--- src/rtl/bp_pkg.sv ---
// Shared types and constants for the fetch-stage branch predictor:
// 2-bit saturating counter encoding and the conditional-branch opcode.
package bp_pkg;

  typedef logic [1:0] bp_cnt_t;

  localparam bp_cnt_t BP_SNT = 2'b00;
  localparam bp_cnt_t BP_WNT = 2'b01;
  localparam bp_cnt_t BP_WT  = 2'b10;
  localparam bp_cnt_t BP_ST  = 2'b11;

  localparam bp_cnt_t BP_CNT_RESET = BP_WNT;

  localparam logic [6:0] BP_OPC_BRANCH = 7'b1100011;

  function automatic bp_cnt_t bp_cnt_next(input bp_cnt_t cnt, input logic taken);
    bp_cnt_t nxt;
    nxt = cnt;
    if (taken) begin
      if (cnt != BP_ST) nxt = cnt + 2'd1;
    end else begin
      if (cnt != BP_SNT) nxt = cnt - 2'd1;
    end
    return nxt;
  endfunction

endpackage

--- src/rtl/bp_btb.sv ---
// Direct-mapped branch target buffer: combinational hit/target read port,
// synchronous write port. Only valid bits are reset; tags/targets are don't-care.
module bp_btb
  import bp_pkg::*;
#(
  parameter int INDEX_BITS = 6,
  parameter int TAG_BITS   = 30 - INDEX_BITS
) (
  input  logic                  clk,
  input  logic                  rstn,
  input  logic [INDEX_BITS-1:0] rd_idx_i,
  input  logic [TAG_BITS-1:0]   rd_tag_i,
  output logic                  rd_hit_o,
  output logic [31:0]           rd_target_o,
  input  logic                  wr_en_i,
  input  logic [INDEX_BITS-1:0] wr_idx_i,
  input  logic [TAG_BITS-1:0]   wr_tag_i,
  input  logic [31:0]           wr_target_i
);

  localparam int DEPTH = 1 << INDEX_BITS;

  logic [DEPTH-1:0]    valid_q;
  logic [TAG_BITS-1:0] tag_q    [DEPTH];
  logic [31:0]         target_q [DEPTH];

  assign rd_hit_o    = valid_q[rd_idx_i] && (tag_q[rd_idx_i] == rd_tag_i);
  assign rd_target_o = target_q[rd_idx_i];

  always_ff @(posedge clk) begin
    if (!rstn) begin
      valid_q <= '0;
    end else if (wr_en_i) begin
      valid_q[wr_idx_i] <= 1'b1;
    end
  end

  // Payload arrays carry no reset; a write coinciding with reset is dropped
  // so the entry is never left half-written.
  always_ff @(posedge clk) begin
    if (rstn && wr_en_i) begin
      tag_q[wr_idx_i]    <= wr_tag_i;
      target_q[wr_idx_i] <= wr_target_i;
    end
  end

endmodule

--- src/rtl/branch_predictor.sv ---
// Fetch-stage bimodal predictor (2-bit counters + PC-indexed BTB).
// Define BP_GSHARE_EN to XOR a non-speculative global history into the counter index.
module branch_predictor
  import bp_pkg::*;
#(
  parameter int INDEX_BITS = 6
) (
  input  logic                  clk,
  input  logic                  rstn,
  input  logic [31:0]           pc,
  output logic                  pred_taken,
  output logic [31:0]           pred_target,
  output logic [INDEX_BITS-1:0] pred_idx,
  input  logic                  upd_valid,
  input  logic                  upd_taken,
  input  logic [31:0]           upd_pc,
  input  logic [31:0]           upd_target,
  input  logic [INDEX_BITS-1:0] upd_idx
);

  localparam int TAG_BITS = 30 - INDEX_BITS;
  localparam int DEPTH    = 1 << INDEX_BITS;

  logic [INDEX_BITS-1:0] pc_idx;
  logic [TAG_BITS-1:0]   pc_tag;
  logic [INDEX_BITS-1:0] upd_pc_idx;
  logic [TAG_BITS-1:0]   upd_pc_tag;
  logic                  btb_hit;
  logic [31:0]           btb_target;
  logic                  unused_pc_bits;

  bp_cnt_t cnt_q [DEPTH];

  assign pc_idx         = pc[INDEX_BITS+1:2];
  assign pc_tag         = pc[31:INDEX_BITS+2];
  assign upd_pc_idx     = upd_pc[INDEX_BITS+1:2];
  assign upd_pc_tag     = upd_pc[31:INDEX_BITS+2];
  assign unused_pc_bits = ^{pc[1:0], upd_pc[1:0]};

`ifdef BP_GSHARE_EN
  logic [INDEX_BITS-1:0] ghr_q;
  logic [INDEX_BITS-1:0] ghr_d;

  assign ghr_d    = {ghr_q[INDEX_BITS-2:0], upd_taken};
  assign pred_idx = pc_idx ^ ghr_q;

  always_ff @(posedge clk) begin
    if (!rstn) begin
      ghr_q <= '0;
    end else if (upd_valid) begin
      ghr_q <= ghr_d;
    end
  end
`else
  assign pred_idx = pc_idx;
`endif

  bp_btb #(
    .INDEX_BITS(INDEX_BITS),
    .TAG_BITS  (TAG_BITS)
  ) u_btb (
    .clk        (clk),
    .rstn       (rstn),
    .rd_idx_i   (pc_idx),
    .rd_tag_i   (pc_tag),
    .rd_hit_o   (btb_hit),
    .rd_target_o(btb_target),
    .wr_en_i    (upd_valid && upd_taken),
    .wr_idx_i   (upd_pc_idx),
    .wr_tag_i   (upd_pc_tag),
    .wr_target_i(upd_target)
  );

  // No bypass: a same-cycle update at this entry is only seen next cycle.
  assign pred_taken  = btb_hit && cnt_q[pred_idx][1];
  assign pred_target = pred_taken ? btb_target : (pc + 32'd4);

  always_ff @(posedge clk) begin
    if (!rstn) begin
      for (int i = 0; i < DEPTH; i++) cnt_q[i] <= BP_CNT_RESET;
    end else if (upd_valid) begin
      cnt_q[upd_idx] <= bp_cnt_next(cnt_q[upd_idx], upd_taken);
    end
  end

endmodule

--- config.mk ---
export PLATFORM = sky130hd
export DESIGN_NAME = branch_predictor
export DESIGN_NICKNAME = d
export VERILOG_FILES = /design/src/rtl/bp_pkg.sv /design/src/rtl/bp_btb.sv /design/src/rtl/branch_predictor.sv
export SDC_FILE = /design/constraint.sdc
export NUM_CORES = 2
export LEC_CHECK = 0
export CORE_MARGIN = 8
export CORE_UTILIZATION = 60
export CTS_CLUSTER_SIZE = 10
export DETAILED_ROUTE_END_ITERATION = 8
export GPL_TIMING_DRIVEN = 0
export PLACE_DENSITY_LB_ADDON = 0.15
export SETUP_SLACK_MARGIN = 0.1
export SLEW_MARGIN = 20
export SYNTH_ARGS = -nofsm -noshare
export SYNTH_HDL_FRONTEND = slang
export SYNTH_SLANG_ARGS = --single-unit
--- constraint.sdc ---
create_clock -name clk -period 17.55 [get_ports clk]
set_input_delay 4.3875 -clock clk [delete_from_list [all_inputs] [get_ports clk]]
set_output_delay 4.3875 -clock clk [all_outputs]
set_load 0.01 [all_outputs]
==> flow_summary.toml <==
[status]
run_status = "finished, violations left"
violations = "DRC"

[yosys]
synth-seq-area-share = 0.769
synth_top_area_frac = 0.761
synth_warnings = 0
syn_area_per_cell_um2 = 22.8
ys_types = 74
synth_area_mm2 = 0.147
synth-seq-cells = 3776
synth_area_leaders = "edfxtp_1 76%, mux4_2 17%, dfxtp_1 0.87%"
synth_ff_type = "edfxtp_1"
async_reset_ff_frac = 0
ys_top_cells_by_count = "3712 x edfxtp_1, 1084 x mux4_2, 214 x nand2_1"
synth_edf_count = 3712
syn-num-nets = 6529
syn_inst = 6422
synth.most_common_cell = "edfxtp_1"
yosys.area.top_type = "edfxtp_1"

[route]
drc = 3
vias = 81000
drt_iter0_drc = 16500
routedWlPerCell_um = 45.9
antenna_left = 0
wl_um = 488000
first_pass_iters = 9
viasPerCell = 7.62

[timing]
setup_viol = 0
relSlewSlack = 0.114
rsz0062_at_grt = "no"
clock.fmax_mhz = 58.9
period_minus_slack_ns = 16.98
worst_clock_skew_ns = 0.0261
post-route-period-util = 0.967
final-max-slew-violation-count = 0
tns_ns = 0
tightest_slew_ns = 1.33
hold_viol = 0

[critical_path]
cp.buffers_inverters = 12
critPathTopFamily = "buffers and inverters"
end_kind = "primary output"
worstSetupPathType = "primary input to primary output"
slowest_delay_ns = 0.90
crit_slowest_cell = "clkbuf_1"
crit_path_frequent_cell = "buf_4"
rrSetupSlack_ns = 14.54
crit_chain = "clkdlybuf4s50_1 > buf_4 > buf_6 > buf_6 > buf_4 > buf_4 > buf_4 > buf_2 > buf_2 > clkbuf_1 > clkbuf_1 > mux4_2 > mux4_2 > mux4_2 > mux2_2 > clkdlybuf4s50_1"
start_kind = "primary input"
crit_required_ns = 13.16
crit_fanout = 10
critPathArrivalTime_ns = 12.59

[placement]
gp_congestion = 0.938
io_buffers = 126
hpwlAfterDp_um = 327000

[pwr]
totalPowerFinal_mw = 18.7
powerDensity_mw_per_mm2 = 109
ir_drop_uv = 111
leakage_nw = 54.6

[floorplan]
die_y_um = 510
dieArea_mm2 = 0.260
start_util = 0.603
core-area_mm2 = 0.243
rows = 181
io_pins = 145
die_w_um = 510

[clock_tree]
htreeDepth = 5
cts_setup_buffers = 0
path_clk_slew_ns = 0.05
cts_buffers = 430
ctsResizeCount = 0
postCtsHoldBufs = 0
clk_latency_ns = 1.01
cts_buffer_depth = 4
cts_sinks = 3776
root_buffer = "clkbuf_16"
cts_tree = "built"

[finish]
areaGrowthSynthToFinish_pct = 17.0
seq_area_mm2 = 0.113
nets = 7447
fill_cells = 13800
multi_input_area_mm2 = 0.0324
drive_above_1_share = 0.310

[global_route]
grt_max_degree = 61
grt_overflow = 0
grt_pass1_vias = 78800
grt_pass1_wl_um = 652000
track_usage = 0.373
antenna_found_initial = 37

[flow_run]
maxCapViolCount = 0

[worst_hold_path]
min_path_type = "flip-flop to flip-flop"
state kept, by name, indices dropped and copies added, names as in the netlist:
register / flops
cnt_q: 128
u_btb.valid_q: 64
u_btb.tag_q: 1536
u_btb.target_q: 2048
report_power, final:
part,switching [mW],internal [mW]
combinational,0.705,0.397
sequential,0.00929,9.93
clock,3.31,4.38
cells in the final DEF, fill, tap and decap left out, types with 14 or more instances in the layout:
cell	count
a21o_1	66
a21oi_1	28
a22oi_1	119
and2_1	23
and3_1	14
buf_1	24
buf_12	225
buf_16	121
buf_2	173
buf_4	44
buf_6	26
clkbuf_1	189
clkbuf_16	437
clkbuf_2	42
clkdlybuf4s50_1	70
dfxtp_1	64
diode_2	26
edfxtp_1	3712
mux2_4	29
mux2i_1	97
mux4_2	1084
nand2_1	214
nand3_1	108
nand4_1	33
nor2_1	93
nor2_4	64
nor3_1	16
o22ai_1	20
xnor2_1	29
xor2_1	17
path summary, 6_finish.rpt:
kind | startpoint | cells past startpoint | to
min reg2reg | u_btb.valid_q[6] | 1 | u_btb.valid_q[6]
max | pc[3] | 16 | pred_target[31]
max reg2reg | cnt_q[47][0] | 8 | cnt_q[13][1]
min | u_btb.valid_q[6] | 1 | u_btb.valid_q[6]
routing by layer:
metal  track usage  routed length (µm)
met4         0.184               30100
met3         0.142               81800
met5       0.00185                 367
met1         0.506              163000
met2         0.538              213000
per-stage QoR:
step                utilization  hold WS, ns  setup WS (ns)  instances  cell area (µm²)
global placement          0.625        0.427          0.660       9750           152000
detailed placement        0.659        0.437          0.864      10100           160000
floorplan                     -        0.421           5.16       6422           147000
finish                    0.706        0.452          0.571      10600           171000
global route              0.705        0.462          0.655      10600           171000
CTS                       0.705        0.450          0.797      10600           171000
area by class of cell:
| class | instances | area share |
|---|---|---|
| Antenna cell | 26 | 0.000379 |
| Timing Repair Buffer | 486 | 0.0523 |
| Buffer | 387 | 0.0116 |
| Multi-Input combinational cell | 2247 | 0.189 |
| Clock buffer | 486 | 0.0649 |
| Clock inverter | 11 | 0.000584 |
| Sequential cell | 3776 | 0.658 |
| Inverter | 12 | 0.000263 |
| Tap cell | 3202 | 0.0234 |
cell families (layout without fill, tap and decap cells):
| family | after synthesis | in the layout | synth area share |
|---|---|---|---|
| AO/OA/AOI/OAI | 328 | 328 | 0.0164 |
| adder cells (fa/ha/maj) | 3 | 3 | 0.000222 |
| other | 0 | 26 | 0 |
| buffers and inverters | 399 | 1382 | 0.0133 |
| flip-flops | 3776 | 3776 | 0.769 |
| XOR/XNOR | 46 | 46 | 0.00275 |
| AND/OR/NAND/NOR | 650 | 650 | 0.0210 |
| multiplexers | 1220 | 1220 | 0.177 |
Power figures use the tool's default switching activity.
